### config.mk
export PLATFORM = sky130hd
export DESIGN_NAME = aes_out_buffer
export DESIGN_NICKNAME = d
export VERILOG_FILES = /design/src/rtl/aes_out_buffer.sv
export SDC_FILE = /design/constraint.sdc
export NUM_CORES = 1
export LEC_CHECK = 0
export BUFFER_PORTS_ARGS = -buffer_cell sky130_fd_sc_hd__buf_2
export CORE_MARGIN = 1.5
export CORE_UTILIZATION = 38
export DETAILED_ROUTE_END_ITERATION = 7
export GPL_TIMING_DRIVEN = 0
export MAX_ROUTING_LAYER = met4
export PLACE_DENSITY = 0.66
export SYNTH_ARGS = -nofsm -noshare
export SYNTH_HDL_FRONTEND = slang
export SYNTH_SLANG_ARGS = --single-unit
### constraint.sdc
create_clock -name clk -period 32.8 [get_ports clk]
set_input_delay 3.28 -clock clk [delete_from_list [all_inputs] [get_ports clk]]
set_output_delay 3.28 -clock clk [all_outputs]
set_load 0.005 [all_outputs]
### src/rtl/aes_out_buffer.sv
// Result FIFO behind the AES-128 datapath: captures offloaded ciphertexts, presents them on a
// valid/ready port and tracks in-flight pairs so admission never outruns free FIFO space.
module aes_out_buffer #(
  parameter int unsigned DEPTH = 4,
  parameter int unsigned CW    = $clog2(DEPTH + 1)
) (
  input  logic          clk,
  input  logic          init,
  input  logic          add_track,
  input  logic          sub_track,
  input  logic [127:0]  cipher_text,
  input  logic [3:0]    pair_id,
  input  logic          out_ready,
  output logic          out_valid,
  output logic [127:0]  out_data,
  output logic [3:0]    out_id,
  output logic [CW-1:0] count,
  output logic [CW-1:0] inflight,
  output logic          admit_ok,
  output logic          overflow,
  output logic          id_err
);

  localparam int unsigned   AW     = (DEPTH > 1) ? $clog2(DEPTH) : 1;
  localparam logic [CW-1:0] DepthC = CW'(DEPTH);
  localparam logic [CW:0]   DepthW = (CW + 1)'(DEPTH);

  logic [131:0]  mem [DEPTH];
  logic [AW-1:0] wp_q, wp_d, rp_q, rp_d;
  logic [CW-1:0] count_q, count_d, inflight_q, inflight_d;
  logic          overflow_q, overflow_d, id_err_q, id_err_d;
  logic          full, pop, push, id_bad;
  logic [CW:0]   occupancy;

  always_comb begin
    full   = (count_q == DepthC);
    pop    = (count_q != '0) && out_ready;
    // A pop in the same cycle frees the head slot, so a push at full is still accepted.
    push   = sub_track && (!full || pop);
    id_bad = (pair_id == 4'd0) || (pair_id > 4'd4);

    wp_d = push ? wp_q + AW'(1) : wp_q;
    rp_d = pop  ? rp_q + AW'(1) : rp_q;

    count_d = count_q;
    if (push && !pop) begin
      count_d = count_q + CW'(1);
    end else if (pop && !push) begin
      count_d = count_q - CW'(1);
    end

    inflight_d = inflight_q;
    if (add_track && !sub_track && (inflight_q != DepthC)) begin
      inflight_d = inflight_q + CW'(1);
    end else if (sub_track && !add_track && (inflight_q != '0)) begin
      inflight_d = inflight_q - CW'(1);
    end

    overflow_d = overflow_q | (sub_track && full && !pop);
    id_err_d   = id_err_q | (sub_track && (id_bad || (inflight_q == '0)));
  end

  always_ff @(posedge clk) begin
    if (init) begin
      wp_q       <= '0;
      rp_q       <= '0;
      count_q    <= '0;
      inflight_q <= '0;
      overflow_q <= 1'b0;
      id_err_q   <= 1'b0;
    end else begin
      wp_q       <= wp_d;
      rp_q       <= rp_d;
      count_q    <= count_d;
      inflight_q <= inflight_d;
      overflow_q <= overflow_d;
      id_err_q   <= id_err_d;
    end
  end

  // Storage carries no reset; stale entries are unreachable once count is cleared.
  always_ff @(posedge clk) begin
    if (!init && push) begin
      mem[wp_q] <= {cipher_text, pair_id};
    end
  end

  assign {out_data, out_id} = mem[rp_q];
  assign out_valid = (count_q != '0);
  assign count     = count_q;
  assign inflight  = inflight_q;
  assign occupancy = {1'b0, count_q} + {1'b0, inflight_q};
  assign admit_ok  = (occupancy < DepthW);
  assign overflow  = overflow_q;
  assign id_err    = id_err_q;

endmodule

Word level (Yosys, flattened, before mapping) --
Memory sizes are Yosys's and may differ from the RTL's. A register that Yosys moved wholly into a read port is not among the register bits. Index checks and enable logic that the tools add are counted.
Operators by class: reduce and logical (&&, ||, !) cells 27, magnitude comparators 2, equal/unequal tests 2, $add $sub $neg 7, multiplexer cells 8, bitwise operators 2
Operator list (number):
- $logic_and 1x1->1 | 12
- $mux 3 | 4
- $add 3x1->3 const B | 2
- $logic_not 1->1 | 6
- $reduce_bool 3->1 | 2
- $sub 3x1->3 const B | 2
- $add 2x1->2 const B | 2
- $add 3x3->4 | 1
- $gt 4x3->1 const B | 1
- $logic_not 4->1 | 1
- $lt 4x3->1 const B | 1
- $mux 2 | 2
- $reduce_bool 2->1 | 2
- $eq 3x3->1 const B | 1
- $logic_not 3->1 | 1
- $logic_or 1x1->1 | 3
- $ne 3x3->1 const B | 1
- $mux 1 | 2
- $or 1x1->1 | 2
Word-level totals: bits in writable memories 528, memories 1, output and inout bits 142, flip-flop bits (word level) 12
Memory list:
- mem | words 4, width 132, rd ports 1, clocked after Yosys merged registers in 1, wr ports 1, RTL line 28 | logic [131:0] mem [DEPTH];

Depth between registers and ports, before layout --
Gate-level depths: netlist (run 1).
depth in word-level cells 8, depth in mapped cells 9

Least setup slack after synthesis (run 1) --
No wires, ideal clock.
path kind input -> register, start point input port sub_track, end point memory mem[0][0], enable pin, buffers on the path 1, path slack 18.672 ns, stages on the path 3, arrival time 13.316 ns, cells stage by stage buf_6 > or2b_2 > nor3b_1
On the way: cells in the longest elaborated chain, start to end 4
RTL lines:
- start, declared | RTL line 10 | input logic sub_track,
- $logic_and 1x1->1 | RTL line 39 | push = sub_track && (!full || pop);
- $logic_and 1x1->1 | RTL line 83 | if (!init && push) begin
- $mux 1 | RTL line 83
- $mux 1 (implied by the code) | RTL line 84 | mem[wp_q] <= {cipher_text, pair_id};
- end, declared | RTL line 28
Every way passes these cells.

==> results.md, run 1 <==
* Status: completed
* Final wirelength at 40,300 microns
* Psw at approximately 0.43 mW
* Startpoint Class: flop
* Total track usage at 0.158
* Syn avg cell area at approximately 26 sq um
* CORE AREA at 0.0514 sq mm
* H-tree depth at 2
* Netlist cell types at 34
* CTS Hold Bufs at 0
* RePlAce Congestion at 0.692
* Period utilization at 0.186
* RSZ-0062 raised after global routing: false
* PortBufs at about 280
* Die width at 231 microns
* Setup slack at placement at roughly 27,000 ps
* CP arrival at 2830 ps
* Min Tclk post-route at 6100 ps
* Count of warnings emitted by yosys at 0
* Max Slew Vio Count at 0
* Clock slew at reported path FFs at 60 ps
* Root Driver: clkbuf_16
* Crit Path Category: flop to output pin
* Setup_tns at 0 ps
* Wire length per cell at between 20 and 25 microns
* CTS tree: done
* Synth top area cells: edfxtp_1, mux4_2, dfxtp_1
* Internal power at 1.35 mW
* Cell Count, Final, Fillers Out at 1,907
* CTS buffer count at 54
* Peak supply drop at 0.0480 mV
* Total Nets Final at 1,319
* Ys async rst share at 0
* Sink Count at 542
* Die ar. at 0.0536 sq mm
* Slew headroom at 0.336
* Post-synth EDFFs at 528
* Sequential share of power at 0.453
* Final Hold Vio Count at 0
* GR Layer Usage met2 at 0.253
* P_leak at about 8.3 nW
* Initial antenna violation count at 7
* Post-synthesis sequential area ratio at 0.813
* Max-cap violations at 0
* FILL cells at 4,252
* Final instance area at 0.0247 sq mm
* Crit path max fanout at 10
* # DRC at 0
* Worst Skew at 11.9 ps
* Crit path top cell by count: buf_2
* Post-route antenna net violation count at 0
* Gr busiest metal: met2
* Slowest stage cell on the critical path: clkbuf_1
* Total congestion overflow at 0
* Site Rows at 83
* Chip height at between 200 and 250 microns
* Worst skew pair latency at 590 ps
* Post-DP HPWL at between 20,000 and 30,000 microns
* Post-cts resize count at 0
* Top FF cell, synth: edfxtp_1
* Initial Utilization at 0.386
* Max Freq at 164 MHz
* Power Density at between 70 and 80 mW/mm^2
* Crit end category: output pin
* # IOs at roughly 280
* Global-route wire length before repair at a little over 60,000 microns
* Post-synth top area share at 0.799
* Hold Crit Class: flop to flop
* Slew @ Worst Pin at 996 ps
* Setup bufs post-CTS at 0
* Worst-path cell chain: buf_2, clkbuf_1, buf_2, mux4_2, buf_2
* Largest net degree at the start of global routing at 16
* Synthesized instance count at 776
* Mapped Area at 0.0198 sq mm
* Clk pwr share at 0.352
* Initial DRC Count at roughly 460
* Cell count after placement at 1,797
* Syn Nets at 922
* Routed vias/inst at 4.91
* GR Util met3 at 0.0486
* Via count at 9,362
* 1st-pass router iterations at 5
* Placed inst area at 0.0228 sq mm
* Yosys reg bits at 542
* Critical Path RT at slightly below 30,000 ps
* Sw Share at 0.242
* Synthesis-to-layout area growth at 24.4%
* Share of cells above drive strength 1 at 0.482
* Grt met1 use at 0.196
* CP peak stage delay at just under 800 ps
* Comb power frac at 0.194
* # setup viols final at 0
* Worst Setup Slack, final at 26,700 ps
* Clock buffer depth at 3
* Vias in the first global route at 9,956
* Cell taking the most area after synthesis: edfxtp_1
-- synthesized netlist by cell type (all sizes together), types with 2 or more instances --
library cell  instances
clkbuf                7
a21oi                 2
inv                   4
dfxtp                14
xor2                  4
nand3b                2
nand2b                2
fa                    2
nor3                  4
nor3b                 4
o311ai                2
o21ai                 2
mux2i                 3
or3                   4
edfxtp              528
buf                  26
ha                    7
nor2                 12
nand2                 2
xnor2                 3
mux4                132
-- placed cells by master, fill, tap and decap left out, types with 3 or more instances in the layout --
cell type,synthesis,final
buf_8,0,8
clkinv_1,0,8
dfxtp_1,14,14
clkbuf_1,7,18
nor2_1,12,12
ha_1,7,7
buf_2,15,292
clkbuf_16,0,57
clkinv_2,0,10
inv_1,3,3
or3_1,4,4
xnor2_1,3,3
xor2_1,4,4
edfxtp_1,528,528
diode_2,0,8
nor3_1,4,4
mux4_2,132,132
buf_6,10,64
nor3b_2,0,4
clkinvlp_4,0,7
mux2i_1,3,3
bufinv_16,0,7
-- metrics by stage --
stage | util | total power [mW] | hold WS, ps
floorplan | - | 1.04 | 460
global placement | 0.429 | 1.18 | 468
detailed placement | 0.444 | 1.18 | 468
CTS | 0.480 | 1.81 | 496
global route | 0.480 | 1.86 | 519
finish | 0.480 | 1.78 | 501
-- kinds of logic after synthesis --
group,share of synthesized area
AND/OR/NAND/NOR,0.0103
flip-flops,0.813
multiplexers,0.152
AO/OA/AOI/OAI,0.00297
adder cells (fa/ha/maj),0.00643
XOR/XNOR,0.00309
buffers and inverters,0.0117
-- critical path, delay by kind of cell, from the launching register on --
family | cells | cell delay, ps
buffers and inverters | 4 | 1580
multiplexers | 1 | 350
flip-flops | 1 | 300
-- power groups by stage --
stage	Clock [mW]	Combinational [mW]	Sequential, mW
after floorplan	0	0.207	0.829
after global placement	0	0.341	0.840
after detailed placement	0	0.357	0.821
after CTS	0.644	0.358	0.807
after global routing	0.668	0.378	0.809
final	0.627	0.345	0.806
-- per-layer routing --
metal | vias up | part of all wire
met5 | - | 0
met4 | 0 | 0.017
met3 | 58 | 0.071
met2 | 258 | 0.50
met1 | 4891 | 0.41
li1 | 4155 | -
-- path summary, 6_finish.rpt --
check / to / cells after the start / start / slack (ps)
max: out_data[101] / 5 / flop / 26700
min: overflow / 2 / overflow / 500
max reg2reg: mem[3][111] / 10 / count[0] / 29600
min reg2reg: overflow / 2 / overflow / 500
-- state kept, by name (all words and copies together) (netlist names), named ones only --
name	count
count	3
id_err	1
inflight	3
mem	528
overflow	1
rp_q	2
wp_q	2
-- cell type report --
| type | instances | area (sq um) | area share |
|---|---|---|---|
| timing repair buffer | 341 | 2130 | 0.0863 |
| buffer | 33 | 218 | 0.00882 |
| clock inverter | 34 | 360 | 0.0146 |
| multi-input combinational | 197 | 3490 | 0.141 |
| tap | 680 | 851 | 0.0345 |
| clock buffer | 68 | 1470 | 0.0595 |
| antenna | 8 | 20.0 | 0.000811 |
| inverter | 4 | 15.0 | 0.000608 |
| sequential | 542 | 16100 | 0.654 |
No activity file was read; power rests on OpenSTA's default activity.
==> inputs of run 2 (changes only) <==
--- a/config.mk
+++ b/config.mk
@@ -11,7 +11,7 @@
 export DETAILED_ROUTE_END_ITERATION = 7
 export GPL_TIMING_DRIVEN = 0
 export MAX_ROUTING_LAYER = met4
-export PLACE_DENSITY = 0.66
+export PLACE_DENSITY = 0.68
 export SYNTH_ARGS = -nofsm -noshare
 export SYNTH_HDL_FRONTEND = slang
 export SYNTH_SLANG_ARGS = --single-unit
==> constraint.sdc (replaced) <==
create_clock -name clk -period 5.35 [get_ports clk]
set_input_delay 0.535 -clock clk [delete_from_list [all_inputs] [get_ports clk]]
set_output_delay 0.535 -clock clk [all_outputs]
set_load 0.005 [all_outputs]
==> results.md, run 2 (synthesis results as in run 1) <==
* Status: completed
* Crit end category: output pin
* Total Nets Final at about 1,300
* PortBufs at 277
* Vias in the first global route at between 9,000 and 10,000
* CTS tree: done
* Via count at ~9,200
* # DRC at 0
* H-tree depth at 2
* Chip height at 231 microns
* Synthesis-to-layout area growth at 25.1%
* Post-cts resize count at 0
* Reg area at 0.0161 sq mm
* Root Driver: clkbuf_16
* Commonest cells after routing, fill and taps aside: edfxtp_1, buf_2, mux4_2
* Site Rows at 83
* Area occupied by multi-input gates at 0.00351 sq mm
* Cell Count, Final, Fillers Out at 1,880
* RePlAce Congestion at 0.716
* # IOs at ~280
* CORE AREA at 0.0514 sq mm
* Final core area utilization at 0.483
* Die width at about 230 microns
* Max Freq at 296 MHz
* # setup viols final at 0
* CTS Hold Bufs at 0
* Period utilization at 0.632
* Peak supply drop at 0.257 mV
* Min Tclk post-route at ~3400 ps
* Post-route antenna net violation count at 0
* Final wirelength at between 30,000 and 40,000 microns
* Clock buffer depth at 3
* Startpoint Class: flop
* Total congestion overflow at 0
* Hold Crit Class: input port to flop
* Initial DRC Count at 398
* CTS buffer count at 55
* Largest register FFs at between 500 and 600
* Placed inst area at 0.0230 sq mm
* Reg with most FFs: mem
* Post-DP HPWL at about 27,000 microns
* Crit Path Category: flop to output pin
* Share of cells above drive strength 1 at 0.469
* Initial antenna violation count at 7
* Metal-1 WL at between 15,000 and 20,000 microns
* Crit path max fanout at 10
* Uppermost layer routed: met4
* FILL cells at 4,133
* Die ar. at around 0.054 sq mm
* Max Slew Vio Count at 0
* Hold path depth at 1
* Worst skew pair latency at 580 ps
* CP arrival at 2850 ps
* Met2 wire length at 19,300 microns
* Global-route wire length before repair at 59,700 microns
* Final Hold Vio Count at 0
* Setup bufs post-CTS at 0
* Wire length per cell at 21.0 microns
* RSZ-0062 raised after global routing: false
* Met3 WL at 2950 microns
* Most common cell after layout, fill and taps aside: edfxtp_1
* Max-cap violations at 0
* Slew headroom at 0.321
* Cell count after placement at 1,773
* 1st-pass router iterations at 4
* Total track usage at 0.154
* Largest net degree at the start of global routing at 17
* Sink Count at 542
* Routed vias/inst at 4.92
* Critical Path RT at 4820 ps
* Initial Utilization at 0.386
* P_leak at 8.35 nW
* Power Density at 442 mW/mm^2
* Final instance area at 0.0248 sq mm
* Clock slew at reported path FFs at 60 ps
* R2R cell count at 7
* Slew @ Worst Pin at 1020 ps
* Worst Skew at 12.3 ps
-- run 2: cell types whose count changed in the layout (fill, tap and decap cells not counted), moves of 2 or more --
| cell | previous run | this run |
|---|---|---|
| buf_8 | 8 | 21 |
| clkbuf_8 | 0 | 2 |
| buf_4 | 2 | 0 |
| clkinv_4 | 2 | 0 |
| nor3b_4 | 0 | 4 |
| inv_6 | 0 | 3 |
| nor3b_2 | 4 | 0 |
| clkinv_2 | 10 | 5 |
| clkinvlp_4 | 7 | 3 |
| buf_6 | 64 | 10 |
| buf_16 | 0 | 19 |
| clkinv_1 | 8 | 11 |
-- run 2: critical path: stages, from the launching register on --
cell and delay [ps]:
dfxtp_1 300, buf_2 170, clkbuf_1 780, buf_2 490, mux4_2 350, buf_2 170
-- run 2: cell type report --
cell class	instances	area share
flip-flops and latches	542	0.650
multi-input cells	197	0.141
repair buffers	317	0.0896
clock buffers	70	0.0602
well taps	680	0.0343
clock inverters	30	0.0143
plain buffers	33	0.00877
diodes	7	0.000706
inverters	4	0.000605
-- run 2: final timing paths --
check	end	slack (ps)	startpoint
min	mem[0][97]	160	cipher_text[93]
max reg2reg	mem[2][116]	2370	count[1]
max	out_data[62]	1970	flop
min reg2reg	id_err	510	id_err
-- run 2: per-layer routing --
metal  vias up  track usage
met5         -            -
met4         0       0.0415
met3        67       0.0491
met2       255        0.240
met1      4812        0.195
li1       4109            -
-- run 2: power by group --
| group | internal [mW] | leakage [nW] | total (mW) | switching (mW) |
|---|---|---|---|---|
| Combinational | 1.13 | 2.55 | 2.15 | 1.02 |
| Sequential | 4.87 | 4.91 | 4.94 | 0.0703 |
| Clock | 2.35 | 0.894 | 3.88 | 1.53 |
| Total | 8.35 | 8.35 | 11.0 | 2.62 |
-- run 2: metrics by stage --
stage / TNS [ps] / hold WS [ps] / setup WS (ps) / power (mW)
final: 0 / 156 / 1970 / 11.0
after global routing: 0 / 117 / 1710 / 11.5
after CTS: 0 / 106 / 1760 / 11.1
after detailed placement: 0 / 465 / 2180 / 7.24
after global placement: -3124620 / 474 / -6040 / 7.18
after floorplan: -707600 / 460 / -1360 / 6.32
==> inputs of run 3 (changes only) <==
==> constraint.sdc (replaced) <==
create_clock -name clk -period 2.8 [get_ports clk]
set_input_delay 0.28 -clock clk [delete_from_list [all_inputs] [get_ports clk]]
set_output_delay 0.28 -clock clk [all_outputs]
set_load 0.005 [all_outputs]
==> results.md, run 3 (synthesis results as in run 1) <==
* RePlAce Congestion at 0.706
* Reg with most FFs: mem
* Sink Count at 542
* Max-cap violations at 0
* Wire length per cell at between 20 and 25 microns
* Hold path depth at 4
* Max Slew Vio Count at 0
* Startpoint Class: flop
* Status: completed
* Total congestion overflow at 0
* Vias in the first global route at about 11,000
* P_leak at 8.97 nW
* Via count at 9,910
* Power Density at 810 mW/mm^2
* Initial Utilization at 0.386
* Share of cells above drive strength 1 at 0.431
* Setup_tns at 0 ps
* Final Hold Vio Count at 0
* Initial DRC Count at between 500 and 600
* Worst R2R End: mem[3][53]
* Global-route wire length before repair at 63,100 microns
* CORE AREA at 0.0514 sq mm
* RSZ-0062 raised after global routing: false
* Crit path max fanout at 10
* 1st-pass router iterations at 4
* CTS buffer count at 54
* Crit end category: output pin
* Worst skew pair latency at 590 ps
* Routed vias/inst at 4.90
* Critical Path RT at 2520 ps
* Clock slew at reported path FFs at ~60 ps
* Synthesis-to-layout area growth at 32.1%
* Worst Skew at 16.0 ps
* PortBufs at around 280
* Die width at 231 microns
* Final wirelength at ~41,000 microns
* Initial antenna violation count at 3
* # IOs at 279
* Total Nets Final at 1,440
* Worst reg2reg setup slack at 430 ps
* Root Driver: clkbuf_16
* Slew @ Worst Pin at 866 ps
* Max Freq at roughly 380 MHz
* Cell count after placement at between 1,500 and 2,000
* Final core area utilization at 0.510
* Largest register FFs at around 530
* Crit Path Category: flop to output pin
* Post-route antenna net violation count at 0
* Total track usage at 0.161
* # DRC at 0
* Commonest cells after routing, fill and taps aside: edfxtp_1, buf_2, dlygate4sd3_1
* Largest net degree at the start of global routing at 17
* Worst Hold Launch: out_ready
* # setup viols final at 0
* Chip height at 231 microns
* Die ar. at 0.0536 sq mm
* R2R cell count at 7
* Slew headroom at 0.423
* Hold path endpoint: overflow
* Hold Crit Class: input port to flop
* Post-DP HPWL at 27,000 microns
* Most common cell after layout, fill and taps aside: edfxtp_1
* Period utilization at 0.939
* Worst R2R Start: count[1]
* Min Tclk post-route at roughly 2600 ps
* Clock buffer depth at 3
* Peak supply drop at 0.493 mV
* Setup slack at placement at -120 ps
* Cell Count, Final, Fillers Out at 2,023
* CTS tree: done
* CP arrival at 2350 ps
* Site Rows at slightly above 80
* Worst Setup Slack, final at approximately 170 ps
* Final total power at 21.2 mW
* H-tree depth at 2
[run 3: cell count changes in the layout (fill, tap and decap cells not counted), sizes merged]
cell,before,now
clkinvlp,3,1
diode,7,3
clkbuf,77,73
clkinv,16,25
bufinv,8,9
buf,343,353
inv,7,5
dlygate4sd3,0,135
[run 3: power by group]
part | switching, mW | internal, mW | total, mW
logic | 1.99 | 2.29 | 4.28
clock network | 2.95 | 4.52 | 7.48
registers | 0.142 | 9.32 | 9.46
total | 5.09 | 16.1 | 21.2
[run 3: metal layers]
layer | up-vias | share of wire | track usage
met5 | - | 0 | -
met4 | 0 | 0.023 | 0.0433
met3 | 77 | 0.064 | 0.0401
met2 | 268 | 0.49 | 0.259
met1 | 5184 | 0.42 | 0.204
li1 | 4381 | - | -
[run 3: area by class of cell]
| class | instances | area [sq um] |
|---|---|---|
| fillers | 4043 | 25200 |
| flip-flops and latches | 542 | 16100 |
| repair buffers | 462 | 3570 |
| multi-input cells | 197 | 3530 |
| clock buffers | 66 | 1460 |
| well taps | 680 | 851 |
| clock inverters | 36 | 397 |
| plain buffers | 33 | 223 |
| inverters | 4 | 15.0 |
| diodes | 3 | 7.51 |
[run 3: how the worst max path moves through the flow]
stage	from	end	slack, ps	depth (start not counted)
5_1_grt	flop	out_data[58]	80	5
4_1_cts	count[1]	mem[0][53]	20	7
3_5_place_dp	init	mem[0][53]	-120	8
6_report	flop	out_data[35]	170	4
3_3_place_gp	init	mem[0][105]	-4920	4
2_1_floorplan	count[2]	mem[0][0]	-1780	3
[run 3: repair_timing]
item	CTS	global route
resized for setup	2	0
buffers inserted	5	7
hold endpoints to repair	532	0
endpoints found under the setup margin	129	37
pin swaps	2	2
hold buffers	135	0
[run 3: per-stage QoR]
stage               hold WS, ps  instance area, sq um
finish                     98.8                 26200
floorplan                   379                 19900
CTS                        54.4                 26100
global route                128                 26200
detailed placement          461                 22900
global placement            470                 22100
[run 3: critical path: stages, from the launching register on]
cell      delay, ps
dfxtp_1         300
buf_2           190
clkbuf_1        680
mux4_2          410
buf_2           190
